File: src/rtl/aidc_lite_cmdq_pkg.sv
// Shared definitions for the AIDC-Lite descriptor queue.
//   - APB register offsets and STATUS / CTRL bit positions
//   - cmd_desc_t: one staged descriptor {src, dst, len}
//   - dispatch_state_t: dispatch FSM encoding, also exported on dbg_state
//   - fill_count_field(): squeezes the FIFO fill into the 8-bit COUNT field
package aidc_lite_cmdq_pkg;

  // Descriptor fields are staged through 32-bit APB registers.
  localparam int DESC_ADDR_W = 32;
  localparam int DESC_LEN_W  = 32;

  localparam logic [11:0] REG_SRC    = 12'h000;
  localparam logic [11:0] REG_DST    = 12'h004;
  localparam logic [11:0] REG_LEN    = 12'h008;
  localparam logic [11:0] REG_PUSH   = 12'h00C;
  localparam logic [11:0] REG_STATUS = 12'h010;
  localparam logic [11:0] REG_COUNT  = 12'h014;
  localparam logic [11:0] REG_CTRL   = 12'h018;

  localparam int ST_DONE  = 0;
  localparam int ST_BUSY  = 1;
  localparam int ST_EMPTY = 2;
  localparam int ST_FULL  = 3;
  localparam int ST_OVF   = 4;

  localparam int CTRL_IE   = 0;
  localparam int CTRL_OVF  = 4;
  localparam int CTRL_PEND = 8;

  typedef struct packed {
    logic [DESC_ADDR_W-1:0] src;
    logic [DESC_ADDR_W-1:0] dst;
    logic [DESC_LEN_W-1:0]  len;
  } cmd_desc_t;

  typedef enum logic [1:0] {
    IDLE  = 2'd0,
    OFFER = 2'd1,
    RUN   = 2'd2
  } dispatch_state_t;

  // COUNT[23:16] is 8 bits wide; a 256-entry FIFO that is full reads 0xFF.
  function automatic logic [7:0] fill_count_field(input logic [31:0] fill);
    return (fill > 32'd255) ? 8'hFF : fill[7:0];
  endfunction

endpackage

File: src/rtl/aidc_lite_cmd_fifo.sv
// Synchronous descriptor FIFO.
//   clk, rst_n : clock, asynchronous active-low reset (pointers only)
//   push/wdata : write one descriptor; caller guarantees fill < DEPTH
//   pop        : drop the head; caller guarantees fill > 0
//   head       : current head entry (valid when fill > 0)
//   fill       : number of stored entries, 0..DEPTH
// Pointers carry one extra wrap bit so fill is a plain subtraction.
module aidc_lite_cmd_fifo
  import aidc_lite_cmdq_pkg::*;
#(
  parameter int DEPTH = 8
) (
  input  logic                     clk,
  input  logic                     rst_n,
  input  logic                     push,
  input  cmd_desc_t                wdata,
  input  logic                     pop,
  output cmd_desc_t                head,
  output logic [$clog2(DEPTH):0]   fill
);

  localparam int AW = $clog2(DEPTH);

  cmd_desc_t     mem [DEPTH];
  logic [AW:0]   wr_ptr;
  logic [AW:0]   rd_ptr;

  always_ff @(posedge clk or negedge rst_n) begin
    if (!rst_n) begin
      wr_ptr <= '0;
      rd_ptr <= '0;
    end else begin
      if (push) wr_ptr <= wr_ptr + 1'b1;
      if (pop)  rd_ptr <= rd_ptr + 1'b1;
    end
  end

  // Storage needs no reset: entries are only read once fill covers them.
  always_ff @(posedge clk) begin
    if (push) mem[wr_ptr[AW-1:0]] <= wdata;
  end

  assign head = mem[rd_ptr[AW-1:0]];
  assign fill = wr_ptr - rd_ptr;

endmodule

File: src/rtl/aidc_lite_cmd_queue.sv
// APB-programmed descriptor queue in front of the AIDC-Lite engine.
// Software stages SRC/DST/LEN, writes PUSH, and the block dispatches
// descriptors one at a time, counting completions.
// Ports:
//   clk, rst_n                         clock, asynchronous active-low reset
//   psel/penable/pwrite/paddr/pwdata   APB request (zero wait states)
//   prdata/pready/pslverr              APB response
//   cmd_valid/cmd_ready                descriptor handshake to the engine
//   cmd_src/cmd_dst/cmd_len            descriptor payload
//   cmd_done                           1-cycle completion pulse from engine
//   irq                                level interrupt
//   dbg_state                          dispatch FSM state
// Optional feature macro: AIDC_CMDQ_IRQ_EN (IE/IRQ_PEND in CTRL, irq output).
// ADDR_W and LEN_W must not exceed 32 (the APB staging width).
//
// Handshake: a descriptor transfers on a cycle where cmd_valid && cmd_ready;
// while cmd_valid is high and cmd_ready low, cmd_valid and cmd_src/dst/len
// hold their values. cmd_done is honoured only while a descriptor runs.
module aidc_lite_cmd_queue
  import aidc_lite_cmdq_pkg::*;
#(
  parameter int DEPTH  = 8,
  parameter int ADDR_W = 32,
  parameter int LEN_W  = 32
) (
  input  logic              clk,
  input  logic              rst_n,
  input  logic              psel,
  input  logic              penable,
  input  logic              pwrite,
  input  logic [11:0]       paddr,
  input  logic [31:0]       pwdata,
  output logic [31:0]       prdata,
  output logic              pready,
  output logic              pslverr,
  output logic              cmd_valid,
  input  logic              cmd_ready,
  output logic [ADDR_W-1:0] cmd_src,
  output logic [ADDR_W-1:0] cmd_dst,
  output logic [LEN_W-1:0]  cmd_len,
  input  logic              cmd_done,
  output logic              irq,
  output dispatch_state_t   dbg_state
);

  localparam int                FILL_W    = $clog2(DEPTH) + 1;
  localparam logic [FILL_W-1:0] FILL_FULL = FILL_W'(DEPTH);

  logic [31:0]       src_q, dst_q, len_q;
  logic              acc_wr, acc_rd;
  logic              push_req, push_full_err, push_len_err, push_ok;
  logic              ctrl_wr;
  logic              fifo_pop, fifo_empty, fifo_full;
  logic              done_acc;
  logic [FILL_W-1:0] fill;
  cmd_desc_t         fifo_head;
  cmd_desc_t         fifo_wdata;
  dispatch_state_t   state;
  logic              busy_q, done_q, ovf_q;
  logic [15:0]       completed_q;
  logic [31:0]       ctrl_rd;
  logic [31:0]       rd_data;

  assign acc_wr = psel & penable & pwrite;
  assign acc_rd = psel & ~pwrite;
  assign ctrl_wr = acc_wr & (paddr == REG_CTRL);

  assign fifo_empty = (fill == '0);
  assign fifo_full  = (fill == FILL_FULL);

  // Full is judged on the registered fill, so a pop in the same cycle
  // does not rescue a push into a full queue.
  assign push_req      = acc_wr & (paddr == REG_PUSH) & pwdata[0];
  assign push_full_err = push_req & fifo_full;
  assign push_len_err  = push_req & (len_q == 32'd0);
  assign push_ok       = push_req & ~fifo_full & (len_q != 32'd0);

  assign pready  = 1'b1;
  assign pslverr = push_full_err | push_len_err;

  assign fifo_pop = (state == OFFER) & cmd_ready;
  assign done_acc = (state == RUN) & cmd_done;

  assign fifo_wdata = '{src: src_q, dst: dst_q, len: len_q};

  aidc_lite_cmd_fifo #(.DEPTH(DEPTH)) u_fifo (
    .clk   (clk),
    .rst_n (rst_n),
    .push  (push_ok),
    .wdata (fifo_wdata),
    .pop   (fifo_pop),
    .head  (fifo_head),
    .fill  (fill)
  );

  // Staging registers.
  always_ff @(posedge clk or negedge rst_n) begin
    if (!rst_n) begin
      src_q <= '0;
      dst_q <= '0;
      len_q <= '0;
    end else if (acc_wr) begin
      if (paddr == REG_SRC) src_q <= pwdata;
      if (paddr == REG_DST) dst_q <= pwdata;
      if (paddr == REG_LEN) len_q <= pwdata;
    end
  end

  // Dispatch FSM. The head is latched into the cmd_* registers on entry to
  // OFFER, which keeps the payload stable for the whole offer.
  always_ff @(posedge clk or negedge rst_n) begin
    if (!rst_n) begin
      state       <= IDLE;
      cmd_valid   <= 1'b0;
      cmd_src     <= '0;
      cmd_dst     <= '0;
      cmd_len     <= '0;
      busy_q      <= 1'b0;
      completed_q <= '0;
    end else begin
      case (state)
        IDLE: begin
          if (!fifo_empty) begin
            state     <= OFFER;
            cmd_valid <= 1'b1;
            cmd_src   <= fifo_head.src[ADDR_W-1:0];
            cmd_dst   <= fifo_head.dst[ADDR_W-1:0];
            cmd_len   <= fifo_head.len[LEN_W-1:0];
          end
        end
        OFFER: begin
          if (cmd_ready) begin
            state     <= RUN;
            cmd_valid <= 1'b0;
            busy_q    <= 1'b1;
          end
        end
        RUN: begin
          if (cmd_done) begin
            state       <= IDLE;
            busy_q      <= 1'b0;
            completed_q <= completed_q + 16'd1;
          end
        end
        default: begin
          state     <= IDLE;
          cmd_valid <= 1'b0;
          busy_q    <= 1'b0;
        end
      endcase
    end
  end

  // DONE: last completion drained the queue; an accepted push wins over a
  // same-cycle completion. OVF: sticky, cleared by W1C in CTRL.
  always_ff @(posedge clk or negedge rst_n) begin
    if (!rst_n) begin
      done_q <= 1'b0;
      ovf_q  <= 1'b0;
    end else begin
      if (push_ok)                       done_q <= 1'b0;
      else if (done_acc && fifo_empty)   done_q <= 1'b1;
      if (push_full_err)                 ovf_q  <= 1'b1;
      else if (ctrl_wr && pwdata[CTRL_OVF]) ovf_q <= 1'b0;
    end
  end

`ifdef AIDC_CMDQ_IRQ_EN
  logic ie_q, pend_q;
  logic ie_d, pend_d;

  // A completion in the same cycle as the W1C of IRQ_PEND keeps it set,
  // so no completion event is lost.
  always_comb begin
    ie_d   = ie_q;
    pend_d = pend_q;
    if (ctrl_wr) begin
      ie_d = pwdata[CTRL_IE];
      if (pwdata[CTRL_PEND]) pend_d = 1'b0;
    end
    if (done_acc) pend_d = 1'b1;
  end

  always_ff @(posedge clk or negedge rst_n) begin
    if (!rst_n) begin
      ie_q   <= 1'b0;
      pend_q <= 1'b0;
      irq    <= 1'b0;
    end else begin
      ie_q   <= ie_d;
      pend_q <= pend_d;
      irq    <= ie_d & pend_d;
    end
  end

  assign ctrl_rd = {23'd0, pend_q, 7'd0, ie_q};
`else
  assign irq     = 1'b0;
  assign ctrl_rd = 32'd0;
`endif

  // Read mux; driven only while a read is selected so the bus idles at 0.
  always_comb begin
    rd_data = 32'd0;
    if (acc_rd) begin
      case (paddr)
        REG_SRC:    rd_data = src_q;
        REG_DST:    rd_data = dst_q;
        REG_LEN:    rd_data = len_q;
        REG_STATUS: rd_data = {27'd0, ovf_q, fifo_full, fifo_empty, busy_q, done_q};
        REG_COUNT:  rd_data = {8'd0, fill_count_field(32'(fill)), completed_q};
        REG_CTRL:   rd_data = ctrl_rd;
        default:    rd_data = 32'd0;
      endcase
    end
  end

  assign prdata    = rd_data;
  assign dbg_state = state;

endmodule

File: config.mk
export PLATFORM = sky130hd
export DESIGN_NAME = aidc_lite_cmd_queue
export DESIGN_NICKNAME = d
export VERILOG_FILES = /design/src/rtl/aidc_lite_cmdq_pkg.sv /design/src/rtl/aidc_lite_cmd_fifo.sv /design/src/rtl/aidc_lite_cmd_queue.sv
export SDC_FILE = /design/constraint.sdc
export NUM_CORES = 1
export LEC_CHECK = 0
export CELL_PAD_IN_SITES_DETAIL_PLACEMENT = 1
export CELL_PAD_IN_SITES_GLOBAL_PLACEMENT = 2
export CORE_MARGIN = 2
export CORE_UTILIZATION = 45
export CTS_CLUSTER_SIZE = 28
export DETAILED_ROUTE_END_ITERATION = 8
export GPL_TIMING_DRIVEN = 0
export PLACE_DENSITY_LB_ADDON = 0.1
export SYNTH_ARGS = -nofsm -noshare
export SYNTH_HDL_FRONTEND = slang
export SYNTH_HIERARCHICAL = 1
export SYNTH_SLANG_ARGS = --single-unit
File: constraint.sdc
create_clock -name clk -period 13.01 [get_ports clk]
set_input_delay 2.602 -clock clk [delete_from_list [all_inputs] [get_ports clk]]
set_output_delay 2.602 -clock clk [all_outputs]
set_load 0.01 [all_outputs]
* Word-level counts from Yosys, hierarchy flattened
Memories as Yosys holds them, arrays and structs flattened. A register that Yosys moved wholly into a read port is not among the register bits. Cells that the tools add are included.
Word-level totals: register bits 126, bits in writable memories 768, input bits 51, output and inout bits 134, logic and storage cells 82, memories 1
Memories:
- u_fifo.mem | depth 8, width 96, rd ports 1, clocked after Yosys merged registers in 1, write ports 1, line aidc_lite_cmd_fifo.sv:24 | cmd_desc_t mem [DEPTH];
Cells by class: add/sub/neg operators 4, equal/unequal tests 12, muxes and demuxes 18, bitwise logic cells 18, reduce and logical (&&, ||, !) cells 18
Operators by type and width (count):
- $pmux 32 s5 | 1
- $eq 12x5->1 const B | 3
- $logic_not 32->1 | 1
- $mux 32 | 1
- $reduce_bool 32->1 | 1
- $eq 12x4->1 const B | 2
- $add 16x1->16 const B | 1
- $and 1x1->1 | 12
- $eq 12x3->1 const B | 1
- $logic_not 12->1 | 1
- $mux 1 | 10
- $reduce_and 2->1 | 5
- $reduce_and 3->1 | 3
- $add 4x1->4 const B | 2
- $mux 2 | 3
- $ne 2x2->1 const B | 3
- $pmux 1 s3 | 2
- $pmux 2 s3 | 1
- $not 1->1 | 5
- $eq 4x4->1 const B | 1
- $logic_not 4->1 | 1
- $reduce_bool 2->1 | 2
- $sub 4x4->4 | 1
- $eq 2x1->1 const B | 1
- other kinds (5) | 6

* Depth between registers and ports, before layout
word-level depth 8, depth in mapped cells 14, mapped depth without buffers 11

* Modules after synthesis
Netlist, hierarchy kept.
By module, submodules not included:
- aidc_lite_cmd_fifo | times used 1, cells an instance 1363, area each 29366.9 um^2, sequential area each 23262.3 um^2
- aidc_lite_cmd_queue | times used 1, cells an instance 707, area each 9486.6 um^2, sequential area each 5355.1 um^2

* Worst setup path after synthesis
Ideal clock, no wire load.
kind input-to-reg, start input paddr[9], end memory u_fifo/mem[0][0] in the netlist's numbering, enable pin, library setup time 0.668 ns, arrival time 10.845 ns, data required time 12.342 ns, path slack 1.497 ns, stages 6, path buffers 1, cell sequence or4_4 > buf_6 > or4_4 > a211oi_4 > nand2b_1 > nor3_1
On the way: word-level cells in the longest chain between the ends 7
RTL lines:
- start, declared | line aidc_lite_cmd_queue.sv:31 | input logic [11:0] paddr,
- $eq 12x4->1 | line aidc_lite_cmd_queue.sv:73 | assign push_req = acc_wr & (paddr == REG_PUSH) & pwdata[0];
- $and 1x1->1 (2 in a row) | line aidc_lite_cmd_queue.sv:73
- $and 1x1->1 (2 in a row) | line aidc_lite_cmd_queue.sv:76 | assign push_ok = push_req & ~fifo_full & (len_q != 32'd0);
- via push_ok | line aidc_lite_cmd_queue.sv:51 | logic push_req, push_full_err, push_len_err, push_ok;
- $mux 1 | line aidc_lite_cmd_fifo.sv:40 | if (push) mem[wr_ptr[AW-1:0]] <= wdata;
- $mux 1 (not written as such) | line aidc_lite_cmd_fifo.sv:40
- end, declared | line aidc_lite_cmd_fifo.sv:24
The timed path passes the listed nets, and every way through them passes these cells.

* Final worst setup path
start input paddr[7], end output prdata[4]
On the way: word-level cells in the longest chain between the ends 3, elaborated cells between the ends (all ways) 7, classes of those cells eq/ne: 4; mux: 2; reduce/logical: 1
RTL lines:
- $eq 12x5->1, or another cell as far along | line aidc_lite_cmd_queue.sv:206 | case (paddr)
- $pmux 32 s5 * | line aidc_lite_cmd_queue.sv:206
- $mux 32 * | line aidc_lite_cmd_queue.sv:205 | if (acc_rd) begin
- end, declared | line aidc_lite_cmd_queue.sv:33 | output logic [31:0] prdata,
Mark *: on every way between the ends. The rest lies on a longest branch, timed or not.

==> run summary <==
Outcome - completed
GRT Overall Usage - 24.53%
Post-CTS Hold Buffers - 0
Uppermost layer routed - met5
Clock transition at path regs - 0.06 ns
PD cells - 183.0 nW/µm²
Die span in y - 297.8 µm
Num CTS Buffers - 103
I/O Buffers - 181
Hpwl dp - 73.64 mm
Worst hold slack - 0.4906 ns
# H-tree levels - 3
Maximum vdd drop - 0.1100 mV
Post-synth top area cell - edfxtp_1
Final hold violation count - 0
Most common library cells after synthesis - edfxtp_1, nand2_1, dfrtp_1
EDFF count, synth - 768
Layout overhead on the synthesized area - 19.98%
Critical Path Start Type - input port
Drt pass-1 iters - 5
Routed WL - 107.2 mm
Vias per cell - 5.694
Final Setup Violations - 0
Floorplan row count - 107
Cell Area, Synth - 38850 µm²
Leak Pwr - 0.01854 µW
# IOs - 185
Max Fclk - 107.0 MHz
Flop pwr share - 42.8%
Flops & latches, synth - 990
R2R setup slack - 7.14 ns
DRT iter0 DRCs - 2081
Die W - 297.8 µm
Crit-path cells - clkdlybuf4s50_1 > or2_2 > clkbuf_1 > nor2_1 > nand4_1 > clkbuf_1 > a21oi_1 > clkdlybuf4s50_1
Post-synth ARST share - 22.42%
Gr ovfl total - 0
Initial antenna violation count - 7
Core area - 85410 µm²
Clk_skew - 0.02429 ns
Critical path class - in2out
Pin count of the biggest net entering global routing - 96
Critical Path RT - 10.41 ns
Post-CTS Setup Bufs - 0
Routed Antenna Nets - 0
RSZ-0062 raised after global routing - no
WL met1 - 46.61 mm
Comb pwr share - 22.0%
Share of the synthesized area in the top cell type - 59.36%
Max Cap Viol - 0
Crit path DAT - 6.74 ns
Fin cells - 3652
Met3 WL - 8.272 mm
Clock power frac - 35.2%
Post-Syn Nets - 2128
Sw frac - 27.22%
Syn_area_per_cell - 18.77 µm²
Clk sinks - 990
Initial Util - 45.49%
Ys flop type - edfxtp_1
DRC Markers - 0
Switch Pwr - 2323 µW
Count of cell types in the netlist - 53
GPL Wtd Cong - 0.8362
Worst Path Max Fanout - 10
Global-route wire length before repair - 156.3 mm
Worst Max-Slew Pin Slew - 1.138 ns
Max-Slew Margin vs Limit - 23.55%
Most frequent cell after synthesis - edfxtp_1
Slowest Stage Delay on Critical Path - 0.68 ns
Met2 wire length - 50.60 mm
Min cycle time layout - 9.343 ns
Top delay family on crit path - buffers and inverters
Synth Instances - 2070
Via count - 20800
Final Max Slew Viols - 0
CTS Buffer Depth - 3
P_int - 6209 µW
Buf+Inv Stages, Crit Path - 4
Clk_lat worst skew - 0.66 ns
Root Buffer - clkbuf_16
Sequential element share of the synthesized area - 73.65%
Final layout net count - 2471
CP Capture Type - output pin
Ranking of synthesized cells by area - edfxtp_1, dfrtp_1, mux4_2
Share of post-route cells with drive strength above 1 - 28.01%
CTS tree - yes
Post-cts sizing count - 0
DIE AREA - 88710 µm²
DR WL/cell - 29.34 µm
Vias in the first global route - 22250
Worst Hold Class - reg2reg
Period utilization - 71.81%
Slowest stage cell, crit path - nand4_1
Tot Pwr - 8532 µW
Placed insts - 3452
YS warnings - 6
==> state kept, by name, summed over array words and instances (netlist names) <==
name	flops
cmd_dst	32
src_q	32
dbg_state	2
busy_q	1
u_fifo/wr_ptr	4
u_fifo/rd_ptr	4
cmd_valid	1
ovf_q	1
len_q	32
done_q	1
cmd_src	32
dst_q	32
cmd_len	32
completed_q	16
u_fifo/mem	768
==> worst paths after layout <==
path | from | end | depth (start not counted)
worst max register to register | u_fifo/rd_ptr[2]$_DFFE_PN0P_ | u_fifo/mem[7][60]$_DFFE_PP_ | 15
worst min register to register | completed_q[15]$_DFFE_PN0P_ | completed_q[15]$_DFFE_PN0P_ | 1
max in group asynchronous | rst_n | cmd_src[19]$_DFFE_PN0P_ | 2
worst min-delay path | completed_q[15]$_DFFE_PN0P_ | completed_q[15]$_DFFE_PN0P_ | 1
min in group asynchronous | rst_n | cmd_len[29]$_DFFE_PN0P_ | 1
worst max-delay path | paddr[7] | prdata[4] | 8
==> area by class of cell <==
type                       count  area (µm²)
antenna                        5       12.51
buffer                       111       643.1
timing repair buffer         238        2791
multi-input combinational    962        9634
inverter                       7       26.28
clock inverter                52       596.8
fill                        7782       38800
clock buffer                 143        2861
sequential                   990       28620
tap                         1144        1431
==> cell families after synthesis <==
group | share of synthesized area [%]
flip-flops | 73.65
AND/OR/NAND/NOR | 5.214
multiplexers | 17.60
buffers and inverters | 1.720
AO/OA/AOI/OAI | 1.008
XOR/XNOR | 0.5410
adder cells (fa/ha/maj) | 0.2447
other | 0.01933
==> routing by layer <==
| metal | track usage (%) | up-vias |
|---|---|---|
| met1 | 35.31 | 11240 |
| met3 | 5.564 | 101 |
| li1 | - | 8775 |
| met5 | 0 | - |
| met4 | 5.348 | 2 |
| met2 | 38.53 | 678 |
==> power by group through the flow <==
stage	Sequential (µW)	Clock, µW	Combinational (µW)
floorplan	3770	0	1010
global placement	3710	0	1880
detailed placement	3720	0	1920
CTS	3660	3060	1930
global route	3680	3190	2010
finish	3650	3000	1880
==> cell usage in the layout, fill, tap and decap left out, types with 20 or more instances in the layout <==
cell type        instances
mux4_2                 193
buf_2                   33
nand2_1                325
clkinv_2                20
buf_6                   41
mux2_2                 208
clkdlybuf4s50_1        180
clkbuf_16              106
nor2_1                  25
dfrtp_1                222
nand3_1                 21
buf_12                  22
nand4_1                 23
edfxtp_1               768
clkbuf_1                66
==> per-stage QoR <==
step	setup TNS, ns	setup WS, ns	utilization [%]	cell area (µm²)
floorplan	0	1.497	-	38850
global placement	-2458.19	-7.238	49.29	42100
detailed placement	0	3.974	50.51	43140
CTS	0	3.955	54.56	46600
global route	0	3.675	54.56	46600
finish	0	3.667	54.57	46610
Note: power is estimated with default switching activity, not from simulation.
